===== src/rtl/if_id_stage_reg_if.sv =====
// Handshake bundle between fetch, the IF/ID skid register and decode.
// The slave modport is the stage itself; the master is whoever drives fetch/decode.
interface if_id_stage_reg_if #(
    parameter int INSTR_W = 32,
    parameter int PC_W    = 32,
    parameter int CNT_W   = 16
);
    logic               in_valid;
    logic               in_ready;
    logic [PC_W-1:0]    PC_IN;
    logic [INSTR_W-1:0] INSTRUCTION_IN;
    logic               flush;
    logic               out_valid;
    logic               out_ready;
    logic [PC_W-1:0]    PC_OUT;
    logic [INSTR_W-1:0] INSTRUCTION_OUT;
    logic [CNT_W-1:0]   stall_count;

    modport slave (
        input  in_valid, PC_IN, INSTRUCTION_IN, flush, out_ready,
        output in_ready, out_valid, PC_OUT, INSTRUCTION_OUT, stall_count
    );

    modport master (
        output in_valid, PC_IN, INSTRUCTION_IN, flush, out_ready,
        input  in_ready, out_valid, PC_OUT, INSTRUCTION_OUT, stall_count
    );
endinterface


===== src/rtl/if_id_stage_reg.sv =====
// Two-entry IF/ID skid register: head drives decode, skid absorbs one extra fetch
// so in_ready depends only on registered state. Also counts decode back-pressure cycles.
module if_id_stage_reg #(
    parameter int INSTR_W = 32,
    parameter int PC_W    = 32,
    parameter int CNT_W   = 16
) (
    input  logic              clk,
    input  logic              rst,
    if_id_stage_reg_if.slave  bus
);
    typedef enum logic [1:0] {
        EMPTY = 2'd0,
        ONE   = 2'd1,
        TWO   = 2'd2
    } state_t;

    localparam logic [CNT_W-1:0] CNT_MAX = '1;

    state_t             state;
    state_t             state_next;
    logic [PC_W-1:0]    head_pc;
    logic [INSTR_W-1:0] head_instr;
    logic [PC_W-1:0]    skid_pc;
    logic [INSTR_W-1:0] skid_instr;
    logic [CNT_W-1:0]   stall_cnt;

    logic accept;
    logic release_head;
    logic load_head_in;
    logic load_head_skid;
    logic load_skid;

    assign bus.in_ready        = (state != TWO);
    assign bus.out_valid       = (state != EMPTY);
    assign bus.PC_OUT          = head_pc;
    assign bus.INSTRUCTION_OUT = head_instr;
    assign bus.stall_count     = stall_cnt;

    assign accept       = bus.in_valid & bus.in_ready;
    assign release_head = bus.out_valid & bus.out_ready;

    always_comb begin
        state_next     = state;
        load_head_in   = 1'b0;
        load_head_skid = 1'b0;
        load_skid      = 1'b0;
        case (state)
            EMPTY: begin
                if (accept) begin
                    state_next   = ONE;
                    load_head_in = 1'b1;
                end
            end
            ONE: begin
                if (accept && !release_head) begin
                    state_next = TWO;
                    load_skid  = 1'b1;
                end else if (release_head && !accept) begin
                    state_next = EMPTY;
                end else if (accept && release_head) begin
                    load_head_in = 1'b1;
                end
            end
            TWO: begin
                if (release_head) begin
                    state_next     = ONE;
                    load_head_skid = 1'b1;
                end
            end
            default: state_next = EMPTY;
        endcase
        // A redirect drops everything in flight but leaves the head data visible.
        if (bus.flush) begin
            state_next     = EMPTY;
            load_head_in   = 1'b0;
            load_head_skid = 1'b0;
            load_skid      = 1'b0;
        end
    end

    always_ff @(posedge clk) begin
        if (rst) begin
            state      <= EMPTY;
            head_pc    <= '0;
            head_instr <= '0;
            skid_pc    <= '0;
            skid_instr <= '0;
        end else begin
            state <= state_next;
            if (load_head_in) begin
                head_pc    <= bus.PC_IN;
                head_instr <= bus.INSTRUCTION_IN;
            end else if (load_head_skid) begin
                head_pc    <= skid_pc;
                head_instr <= skid_instr;
            end
            if (load_skid) begin
                skid_pc    <= bus.PC_IN;
                skid_instr <= bus.INSTRUCTION_IN;
            end
        end
    end

    // Counts on the flush cycle as well, since decode was still holding off a valid head.
    always_ff @(posedge clk) begin
        if (rst) begin
            stall_cnt <= '0;
        end else if (bus.out_valid && !bus.out_ready && (stall_cnt != CNT_MAX)) begin
            stall_cnt <= stall_cnt + 1'b1;
        end
    end
endmodule


===== src/flat_wrapper.sv =====
// flat-port wrapper written by rule: the top's interface ports become plain ports
module if_id_stage_reg_flat 
#(
    parameter int INSTR_W = 32,
    parameter int PC_W    = 32,
    parameter int CNT_W   = 16
)
  (clk, rst, bus_in_valid, bus_PC_IN, bus_INSTRUCTION_IN, bus_flush, bus_out_ready, bus_in_ready, bus_out_valid, bus_PC_OUT, bus_INSTRUCTION_OUT, bus_stall_count);
  if_id_stage_reg_if #(.INSTR_W(INSTR_W), .PC_W(PC_W), .CNT_W(CNT_W)) bus_i ();
  input  logic clk;
  input  logic rst;
  input wire logic [$bits(bus_i.in_valid)-1:0] bus_in_valid;
  input wire logic [$bits(bus_i.PC_IN)-1:0] bus_PC_IN;
  input wire logic [$bits(bus_i.INSTRUCTION_IN)-1:0] bus_INSTRUCTION_IN;
  input wire logic [$bits(bus_i.flush)-1:0] bus_flush;
  input wire logic [$bits(bus_i.out_ready)-1:0] bus_out_ready;
  output wire logic [$bits(bus_i.in_ready)-1:0] bus_in_ready;
  output wire logic [$bits(bus_i.out_valid)-1:0] bus_out_valid;
  output wire logic [$bits(bus_i.PC_OUT)-1:0] bus_PC_OUT;
  output wire logic [$bits(bus_i.INSTRUCTION_OUT)-1:0] bus_INSTRUCTION_OUT;
  output wire logic [$bits(bus_i.stall_count)-1:0] bus_stall_count;
  assign bus_i.in_valid = bus_in_valid;
  assign bus_i.PC_IN = bus_PC_IN;
  assign bus_i.INSTRUCTION_IN = bus_INSTRUCTION_IN;
  assign bus_i.flush = bus_flush;
  assign bus_i.out_ready = bus_out_ready;
  assign bus_in_ready = bus_i.in_ready;
  assign bus_out_valid = bus_i.out_valid;
  assign bus_PC_OUT = bus_i.PC_OUT;
  assign bus_INSTRUCTION_OUT = bus_i.INSTRUCTION_OUT;
  assign bus_stall_count = bus_i.stall_count;
  if_id_stage_reg #(.INSTR_W(INSTR_W), .PC_W(PC_W), .CNT_W(CNT_W)) u_core (.clk(clk), .rst(rst), .bus(bus_i));
endmodule

===== config.mk =====
export PLATFORM = sky130hd
export DESIGN_NAME = if_id_stage_reg_flat
export DESIGN_NICKNAME = d
export VERILOG_FILES = /design/src/rtl/if_id_stage_reg_if.sv /design/src/rtl/if_id_stage_reg.sv /design/src/flat_wrapper.sv
export SDC_FILE = /design/constraint.sdc
export NUM_CORES = 1
export LEC_CHECK = 0
export CAP_MARGIN = 20
export CORE_MARGIN = 2
export CORE_UTILIZATION = 52
export DETAILED_ROUTE_END_ITERATION = 6
export HOLD_SLACK_MARGIN = 0.12
export PLACE_DENSITY = 0.91
export RECOVER_POWER = 100
export SYNTH_ARGS = -nofsm -noshare
export SYNTH_HDL_FRONTEND = slang
export SYNTH_SLANG_ARGS = --single-unit

===== constraint.sdc =====
create_clock -name clk -period 3.7 [get_ports clk]
set_input_delay 0.74 -clock clk [delete_from_list [all_inputs] [get_ports clk]]
set_output_delay 0.74 -clock clk [all_outputs]
set_load 0.1 [all_outputs]

==> results of run 1 <==
-- state kept, by name, summed over array words and instances (netlist names) --
name                        flops
u_core.bus.INSTRUCTION_OUT     32
u_core.bus.PC_OUT              32
u_core.skid_instr              32
u_core.skid_pc                 32
u_core.bus.stall_count         16
u_core.state                    2
-- metal layers --
layer	vias to the layer above	wire length (um)
met3	52	1270
met2	292	8010
met4	0	448
met5	-	0
li1	2624	-
met1	2632	6090
-- worst reg2reg max path, delay by kind of cell, from the launching register on --
family	cells	cell delay, ns
adder cells (fa/ha/maj)	1	0.23
flip-flops	1	0.42
multiplexers	1	0.36
AND/OR/NAND/NOR	3	1.95
-- metrics by stage --
step	util	setup slack, ns	hold slack (ns)	std cells
2_1_floorplan	-	1.22	0.437	675
3_3_place_gp	0.693	0.791	0.441	919
3_5_place_dp	0.693	0.618	0.447	919
4_1_cts	0.757	0.721	0.456	951
5_1_grt	0.752	0.363	0.469	952
6_report	0.752	0.487	0.451	952
-- area by class of cell --
cell class | instances | area share
Multi-Input combinational cell | 477 | 0.315
Clock buffer | 23 | 0.0624
Inverter | 2 | 0.000963
Tap cell | 136 | 0.0218
Antenna cell | 1 | 0.000321
Timing Repair Buffer | 158 | 0.202
Clock inverter | 9 | 0.0223
Sequential cell | 146 | 0.375
-- cell families (layout without fill, tap and decap cells) --
logic type / Yosys count / in the layout / synth area share
and+or+nand+nor: 246 / 246 / 0.192
AOI/OAI and AO/OA: 226 / 226 / 0.240
DFF: 146 / 146 / 0.523
buffers and inverters: 52 / 192 / 0.0356
muxes: 4 / 4 / 0.00761
adders and majority gates: 1 / 1 / 0.00224
other: 0 / 1 / 0
-- path summary, 6_finish.rpt --
kind / from / endpoint / slack (ns) / depth (start not counted)
worst max-delay path: bus_flush / u_core.skid_pc[21] / 0.49 / 6
worst min-delay path: u_core.bus.PC_OUT[11] / u_core.bus.PC_OUT[11] / 0.45 / 2
worst max register to register: u_core.bus.stall_count[0] / u_core.bus.stall_count[13] / 0.64 / 5
worst min register to register: u_core.bus.PC_OUT[11] / u_core.bus.PC_OUT[11] / 0.45 / 2
-- synth_stat cells, drive strengths merged, types with 3 or more instances --
library cell  count  area (um^2)
o21ai             5         25.0
nand2           200          751
and3              3         18.8
nand4             6         43.8
nor3              3         25.0
nor2b             4         25.0
a21oi           142          714
or2               3         18.8
nor2              4         15.0
clkbuf           43          161
nand2b            3         18.8
a22oi            64          480
dfxtp           146         2920
o31ai             7         52.6
nand3             3         15.0
buf               7         30.0
or4               5         37.5
nor4              5         52.6
or3               4         25.0
-- report_power, final --
part           switching, uW  internal, uW  total [uW]
clock                    642          1250        1890
combinational            381           147         528
sequential              22.7          1610        1640
==> impl_metrics.py, run 1 <==
metrics = {
    "route": {
        "vias": 5600,
        "firstDrtPassIters": 5,
        "drc_errors": 0,
        "detail_route.wl_per_cell_um": 16.6,
        "wl_um": 15800,
        "ant_nets": 0,
        "vias_per_cell": 5.88,
        "drt-initial-drc-count": 430,
    },
    "run_status": {
        "status": "complete, but fails checks",
        "violations": "max-capacitance violations, max-slew violations",
    },
    "final_layout": {
        "area_growth_pct": 39.4,
        "design_area_um2": 7800,
        "final_nets": 872,
        "most-common-layout-cells": "200 x nand2_1, 146 x dfxtp_1, 141 x a21oi_1",
        "layout_commonest_cell": "nand2_1",
        "nFillCells": 715,
        "seqCellArea_um2": 2920,
        "multi_input_area_um2": 2450,
        "drive_gt1_frac": 0.0577,
    },
    "floorplanning": {
        "die_h_um": 108,
        "die_w_um": 108,
        "die_area_um2": 11600,
        "start_util": 0.539,
        "coreArea_um2": 10400,
        "io_pins": 151,
        "fp-row-count": 37,
    },
    "timing": {
        "setup_tns_ns": 0,
        "period_share": 0.868,
        "finalSetupViolations": 0,
        "relSlewSlack": -0.389,
        "hold_violations": 0,
        "worst_slew_pin_slew_ns": 2.06,
        "post-route-min-period_ns": 3.21,
        "fmax_ghz": 0.311,
        "fin_worst_skew_ns": 0.0163,
        "drv_slew": 18,
        "rsz0062_at_grt": "no",
    },
    "synthesis": {
        "ys_warn_count": 0,
        "ys_seq_area_frac": 0.523,
        "synth_area_per_cell_um2": 8.29,
        "yosysUniqueCellTypes": 40,
        "synth_area_um2": 5590,
        "synth-edff-count": 0,
        "synthesis.nets": 745,
        "synth-seq-cells": 146,
        "synth_top_flop_cell": "dfxtp_1",
        "synthArstFlopShare": 0,
        "syn-instance-count": 675,
    },
    "global_route": {
        "grt_max_degree": 89,
        "busiest_layer": "met2",
        "antenna_found_initial": 1,
        "grt_use_total": 0.271,
        "gr-usage-met2": 0.458,
        "overflow": 0,
        "grt_pass1_vias": 5353,
        "grt_pass1_wl_um": 25100,
        "met3_usage": 0.0769,
        "gr-usage-met1": 0.322,
    },
    "worst_setup_path": {
        "worst-path-max-fanout": 34,
        "critPathMaxStageDelay_ns": 0.76,
        "required_ns": 4.09,
        "critical_path_class": "input pin to flop",
        "end_kind": "flop",
        "crit_family": "simple AND/OR/NAND/NOR gates",
        "cp_num_buf_inv": 2,
        "critPathArrivalTime_ns": 3.61,
        "slowest_stage": "nand2_1",
        "crit_top_cell": "nand2_1",
        "cp_cell_sequence": "dlygate4sd3_1 -> nor3b_1 -> nand2_1 -> clkbuf_2 -> nand2_1 -> a21oi_1",
        "start_kind": "input pin",
    },
    "clock_network": {
        "postCtsSetupRepairBufs": 0,
        "cts_resized": 0,
        "path_clk_slew_ns": 0.06,
        "hold_buffers": 0,
        "htreeDepth": 4,
        "cts_sinks": 146,
        "cts_buffers": 17,
        "clk_latency_ns": 0.53,
        "cts_root_buffer": "clkbuf_8",
        "cts_max_path_buffers": 2,
        "cts_tree": "yes",
    },
    "placed_design": {
        "numPortBuffers": 150,
        "gp_congestion": 0.811,
        "hpwlAfterDp_um": 10000,
        "postPlaceCellArea_um2": 7190,
    },
    "run": {
        "maxCapViolCount": 1,
    },
    "power": {
        "leakagePower_uw": 0.00286,
        "power_density_nw_per_um2": 521,
        "max-vdd-ir-drop_mv": 0.330,
        "total_power_uw": 4060,
    },
    "min_path": {
        "hp-class": "flop to flop",
    },
}
(Power assumes the default switching activity.)
==> inputs of run 2 (changes only) <==
--- a/config.mk
+++ b/config.mk
@@ -10,8 +10,9 @@
 export CORE_UTILIZATION = 52
 export DETAILED_ROUTE_END_ITERATION = 6
 export HOLD_SLACK_MARGIN = 0.12
-export PLACE_DENSITY = 0.91
+export PLACE_DENSITY = 0.85
 export RECOVER_POWER = 100
+export SKIP_CTS_REPAIR_TIMING = 1
 export SYNTH_ARGS = -nofsm -noshare
 export SYNTH_HDL_FRONTEND = slang
 export SYNTH_SLANG_ARGS = --single-unit
==> impl_metrics.py, run 2 (synthesis gave the netlist of run 1 again) <==
metrics = {
    "clock_network": {
        "cts_tree": "yes",
        "cts_sinks": 146,
        "path_clk_slew_ns": 0.07,
        "cts_buffers": 17,
        "cts_root_buffer": "clkbuf_8",
        "htreeDepth": 4,
        "clk_latency_ns": 0.52,
        "cts_max_path_buffers": 2,
    },
    "final_layout": {
        "final_nets": 871,
        "drive_gt1_frac": 0.0590,
        "final_cells": 950,
        "nFillCells": 770,
        "most-common-layout-cells": "199 x nand2_1, 146 x dfxtp_1, 142 x a21oi_1",
        "n_antenna_cell": 0,
        "area_growth_pct": 37.5,
        "layout_commonest_cell": "nand2_1",
    },
    "route": {
        "wl_um": 15400,
        "drt-initial-drc-count": 422,
        "detail_route.wl_per_cell_um": 16.2,
        "vias": 5523,
        "drc_errors": 0,
        "vias_per_cell": 5.81,
        "ant_nets": 0,
        "firstDrtPassIters": 6,
    },
    "global_route": {
        "grt_use_total": 0.263,
        "grt_pass1_vias": 5239,
        "grt_max_degree": 80,
        "antenna_found_initial": 0,
        "overflow": 0,
        "grt_pass1_wl_um": 24400,
    },
    "worst_setup_path": {
        "critPathArrivalTime_ns": 2.28,
        "r2r-end": "u_core.bus.stall_count[15]",
        "end_kind": "primary output",
        "required_ns": 2.96,
        "cp_cell_sequence": "dlygate4sd3_1",
        "reg2regPathDepth": 5,
        "worst-path-max-fanout": 10,
        "r2r-start": "u_core.bus.stall_count[0]",
        "crit_family": "buffers and inverters",
        "critPathMaxStageDelay_ns": 1.25,
        "rrSetupSlack_ns": 0.72,
        "critical_path_class": "flop to primary output",
        "cp_num_buf_inv": 1,
        "start_kind": "flop",
        "slowest_stage": "dlygate4sd3_1",
    },
    "min_path": {
        "hp-class": "flop to flop",
        "min_from": "u_core.bus.INSTRUCTION_OUT[3]",
        "holdPathStages": 2,
        "holdPathEnd": "u_core.bus.INSTRUCTION_OUT[3]",
    },
    "run": {
        "maxCapViolCount": 1,
    },
    "timing": {
        "fmax_ghz": 0.331,
        "rsz0062_at_grt": "no",
        "worst_slew_pin_slew_ns": 2.05,
        "relSlewSlack": -0.382,
        "fin_ws_ns": 0.682,
        "post-route-min-period_ns": 3.02,
        "fin_worst_skew_ns": 0.00961,
        "whs_ns": 0.452,
        "period_share": 0.816,
        "setup_tns_ns": 0,
        "drv_slew": 18,
        "hold_violations": 0,
        "finalSetupViolations": 0,
    },
    "floorplanning": {
        "die_w_um": 108,
        "fp-row-count": 37,
        "die_h_um": 108,
        "coreArea_um2": 10400,
        "io_pins": 151,
        "die_area_um2": 11600,
        "start_util": 0.539,
    },
    "power": {
        "max-vdd-ir-drop_mv": 0.428,
        "leakagePower_uw": 0.00281,
        "power_density_nw_per_um2": 496,
        "total_power_uw": 3820,
    },
    "placed_design": {
        "dp.cells": 918,
        "gp_congestion": 0.791,
        "hpwlAfterDp_um": 9610,
        "place_ws_ns": 0.752,
        "numPortBuffers": 150,
    },
    "run_status": {
        "status": "complete, but fails checks",
        "violations": "max-capacitance violations, max-slew violations",
    },
}
-- run 2: through the flow --
step,util,area [um^2]
after floorplan,-,5590
after global placement,0.691,7170
after detailed placement,0.691,7170
after CTS,0.747,7740
after global routing,0.742,7690
final,0.742,7690
-- run 2: layer usage --
layer / wire (um) / share of wire / global-route usage
met2: 7940 / 0.52 / 0.448
met5: 0 / 0 / 0
met3: 1010 / 0.066 / 0.0732
met4: 358 / 0.023 / 0.104
met1: 6060 / 0.39 / 0.312
-- run 2: how the worst max path moves through the flow --
stage                               start                       endpoint  depth (start not counted)
6_report       u_core.bus.stall_count[10]            bus_stall_count[10]                          1
5_1_grt         u_core.bus.stall_count[0]      u_core.bus.stall_count[1]                          5
4_1_cts        u_core.bus.stall_count[10]            bus_stall_count[10]                          1
3_5_place_dp                    bus_flush  u_core.bus.INSTRUCTION_OUT[5]                          5
3_3_place_gp                    bus_flush          u_core.bus.PC_OUT[22]                          5
2_1_floorplan   u_core.bus.stall_count[0]      u_core.bus.stall_count[6]                          5
-- run 2: area by class of cell --
type | instances | area, um^2 | share of cell area
well taps | 136 | 170 | 0.0221
clock buffers | 19 | 442 | 0.0574
repair buffers | 157 | 1560 | 0.203
clock inverters | 13 | 138 | 0.0179
inverters | 2 | 7.51 | 0.000976
flip-flops and latches | 146 | 2920 | 0.380
multi-input cells | 477 | 2450 | 0.318
-- run 2: where the power goes --
part / internal (uW) / switching, uW
Combinational: 146 / 378
Clock: 952 / 704
Sequential: 1610 / 23.7
-- run 2: worst reg2reg max path: stages (launching register included) --
cell	delay (ns)
dfxtp_1	0.40
ha_1	0.21
nand3_1	0.12
nor4_1	1.66
nor4_1	0.14
mux2_2	0.35
==> inputs of run 3 (changes only) <==
--- a/config.mk
+++ b/config.mk
@@ -7,10 +7,10 @@
 export LEC_CHECK = 0
 export CAP_MARGIN = 20
 export CORE_MARGIN = 2
-export CORE_UTILIZATION = 52
+export CORE_UTILIZATION = 48
 export DETAILED_ROUTE_END_ITERATION = 6
 export HOLD_SLACK_MARGIN = 0.12
-export PLACE_DENSITY = 0.85
+export PLACE_DENSITY = 0.79
 export RECOVER_POWER = 100
 export SKIP_CTS_REPAIR_TIMING = 1
 export SYNTH_ARGS = -nofsm -noshare
==> constraint.sdc (replaced) <==
create_clock -name clk -period 2.8 [get_ports clk]
set_input_delay 0.56 -clock clk [delete_from_list [all_inputs] [get_ports clk]]
set_output_delay 0.56 -clock clk [all_outputs]
set_load 0.1 [all_outputs]
==> impl_metrics.py, run 3 (synthesis gave the netlist of run 1 again) <==
metrics = {
    "route": {
        "ant_nets": 0,
        "wl_um": 15400,
        "vias": 5430,
        "drt-initial-drc-count": 389,
        "drc_errors": 0,
        "detail_route.wl_per_cell_um": 16.0,
        "firstDrtPassIters": 5,
        "vias_per_cell": 5.66,
    },
    "global_route": {
        "grt_use_total": 0.241,
        "grt_pass1_vias": 5252,
        "grt_max_degree": 73,
        "grt_pass1_wl_um": 24700,
        "antenna_found_initial": 0,
        "overflow": 0,
    },
    "final_layout": {
        "area_growth_pct": 30.3,
        "final_nets": 874,
        "design_area_um2": 7290,
        "nFillCells": 1027,
        "n_antenna_cell": 0,
        "most-common-layout-cells": "199 x nand2_1, 146 x dfxtp_1, 141 x a21oi_1",
        "drive_gt1_frac": 0.0649,
        "layout_commonest_cell": "nand2_1",
    },
    "worst_setup_path": {
        "critPathMaxStageDelay_ns": 0.92,
        "cp_cell_sequence": "clkbuf_1",
        "critPathArrivalTime_ns": 1.83,
        "end_kind": "primary output",
        "crit_path_end": "bus_stall_count[10]",
        "reg2regPathDepth": 5,
        "crit_family": "buffers and inverters",
        "required_ns": 2.24,
        "rrSetupSlack_ns": 0.74,
        "cp_num_buf_inv": 1,
        "slowest_stage": "clkbuf_1",
        "worst-path-max-fanout": 10,
        "r2r-end": "u_core.bus.stall_count[13]",
        "startpoint": "u_core.bus.stall_count[10]",
        "path_depth": 1,
        "critical_path_class": "flop to primary output",
        "start_kind": "flop",
        "r2r-start": "u_core.bus.stall_count[0]",
    },
    "floorplanning": {
        "die_h_um": 112,
        "coreArea_um2": 11400,
        "die_w_um": 112,
        "io_pins": 151,
        "start_util": 0.490,
        "fp-row-count": 39,
        "die_area_um2": 12500,
    },
    "power": {
        "p_int_uw": 3730,
        "power_density_nw_per_um2": 700,
        "max-vdd-ir-drop_mv": 0.326,
        "switching_share": 0.268,
        "power_frac_seq": 0.424,
        "leakagePower_uw": 0.00242,
        "power_frac_comb": 0.130,
        "p_sw_uw": 1370,
        "power_frac_clock": 0.446,
    },
    "timing": {
        "finalSetupViolations": 0,
        "relSlewSlack": 0.189,
        "worst_slew_pin_slew_ns": 1.22,
        "rsz0062_at_grt": "no",
        "hold_violations": 0,
        "fin_ws_ns": 0.408,
        "period_share": 0.854,
        "drv_slew": 0,
        "setup_tns_ns": 0,
        "fin_worst_skew_ns": 0.00556,
        "fmax_ghz": 0.418,
        "post-route-min-period_ns": 2.39,
    },
    "placed_design": {
        "numPortBuffers": 150,
        "hpwlAfterDp_um": 9560,
        "gp_congestion": 0.833,
        "place_ws_ns": 0.316,
        "postPlaceCellArea_um2": 7020,
    },
    "clock_network": {
        "cts_buffers": 17,
        "cts_sinks": 146,
        "clk_latency_ns": 0.41,
        "path_clk_slew_ns": 0.06,
        "cts_tree": "yes",
        "cts_max_path_buffers": 2,
        "cts_root_buffer": "clkbuf_16",
        "htreeDepth": 4,
    },
    "run": {
        "maxCapViolCount": 0,
    },
    "min_path": {
        "hp-class": "flop to flop",
        "min_from": "u_core.bus.PC_OUT[6]",
    },
    "run_status": {
        "status": "complete, no violations",
    },
}
## run 3: changes by cell type in the layout (fill, tap and decap cells not counted), moves of 4 or more
cell,previous run,this run
clkinv_2,0,4
clkbuf_2,0,4
dlygate4sd3_1,83,3
clkbuf_1,2,83
inv_6,6,0
## run 3: cell type report
class	count	area (um^2)	share of cell area
multi-input cells	477	2480	0.341
flip-flops and latches	146	2920	0.401
clock inverters	10	133	0.0182
repair buffers	160	1100	0.150
well taps	143	179	0.0246
clock buffers	22	464	0.0637
inverters	2	7.51	0.00103
## run 3: power by group through the flow
| stage | registers (uW) | logic [uW] | clock network (uW) |
|---|---|---|---|
| final | 2160 | 662 | 2270 |
| after global routing | 2170 | 690 | 2410 |
| after CTS | 2160 | 703 | 2300 |
| after detailed placement | 2210 | 700 | 0 |
| after global placement | 2210 | 691 | 0 |
| after floorplan | 2520 | 147 | 0 |
## run 3: per-stage QoR
step | utilization | instances | power, uW | hold slack [ns]
2_1_floorplan | - | 675 | 2670 | 0.437
3_3_place_gp | 0.615 | 928 | 2900 | 0.441
4_1_cts | 0.667 | 960 | 5170 | 0.456
6_report | 0.638 | 960 | 5100 | 0.453
3_5_place_dp | 0.615 | 928 | 2910 | 0.448
5_1_grt | 0.638 | 960 | 5270 | 0.469
## run 3: worst min-delay path by stage
stage / to / slack [ns] / depth (start not counted)
after floorplan: u_core.skid_instr[0] / 0.44 / 2
after global placement: u_core.skid_pc[19] / 0.44 / 2
after global routing: u_core.bus.INSTRUCTION_OUT[12] / 0.47 / 2
after CTS: u_core.bus.INSTRUCTION_OUT[21] / 0.46 / 2
final: u_core.bus.PC_OUT[6] / 0.45 / 2
after detailed placement: u_core.bus.PC_OUT[5] / 0.45 / 2
## run 3: routing by layer
metal / vias to the layer above / share of wire / track usage
met5: - / 0 / 0
met4: 0 / 0.015 / 0.0927
met3: 30 / 0.059 / 0.0544
met2: 190 / 0.50 / 0.411
met1: 2590 / 0.42 / 0.297
li1: 2620 / - / -
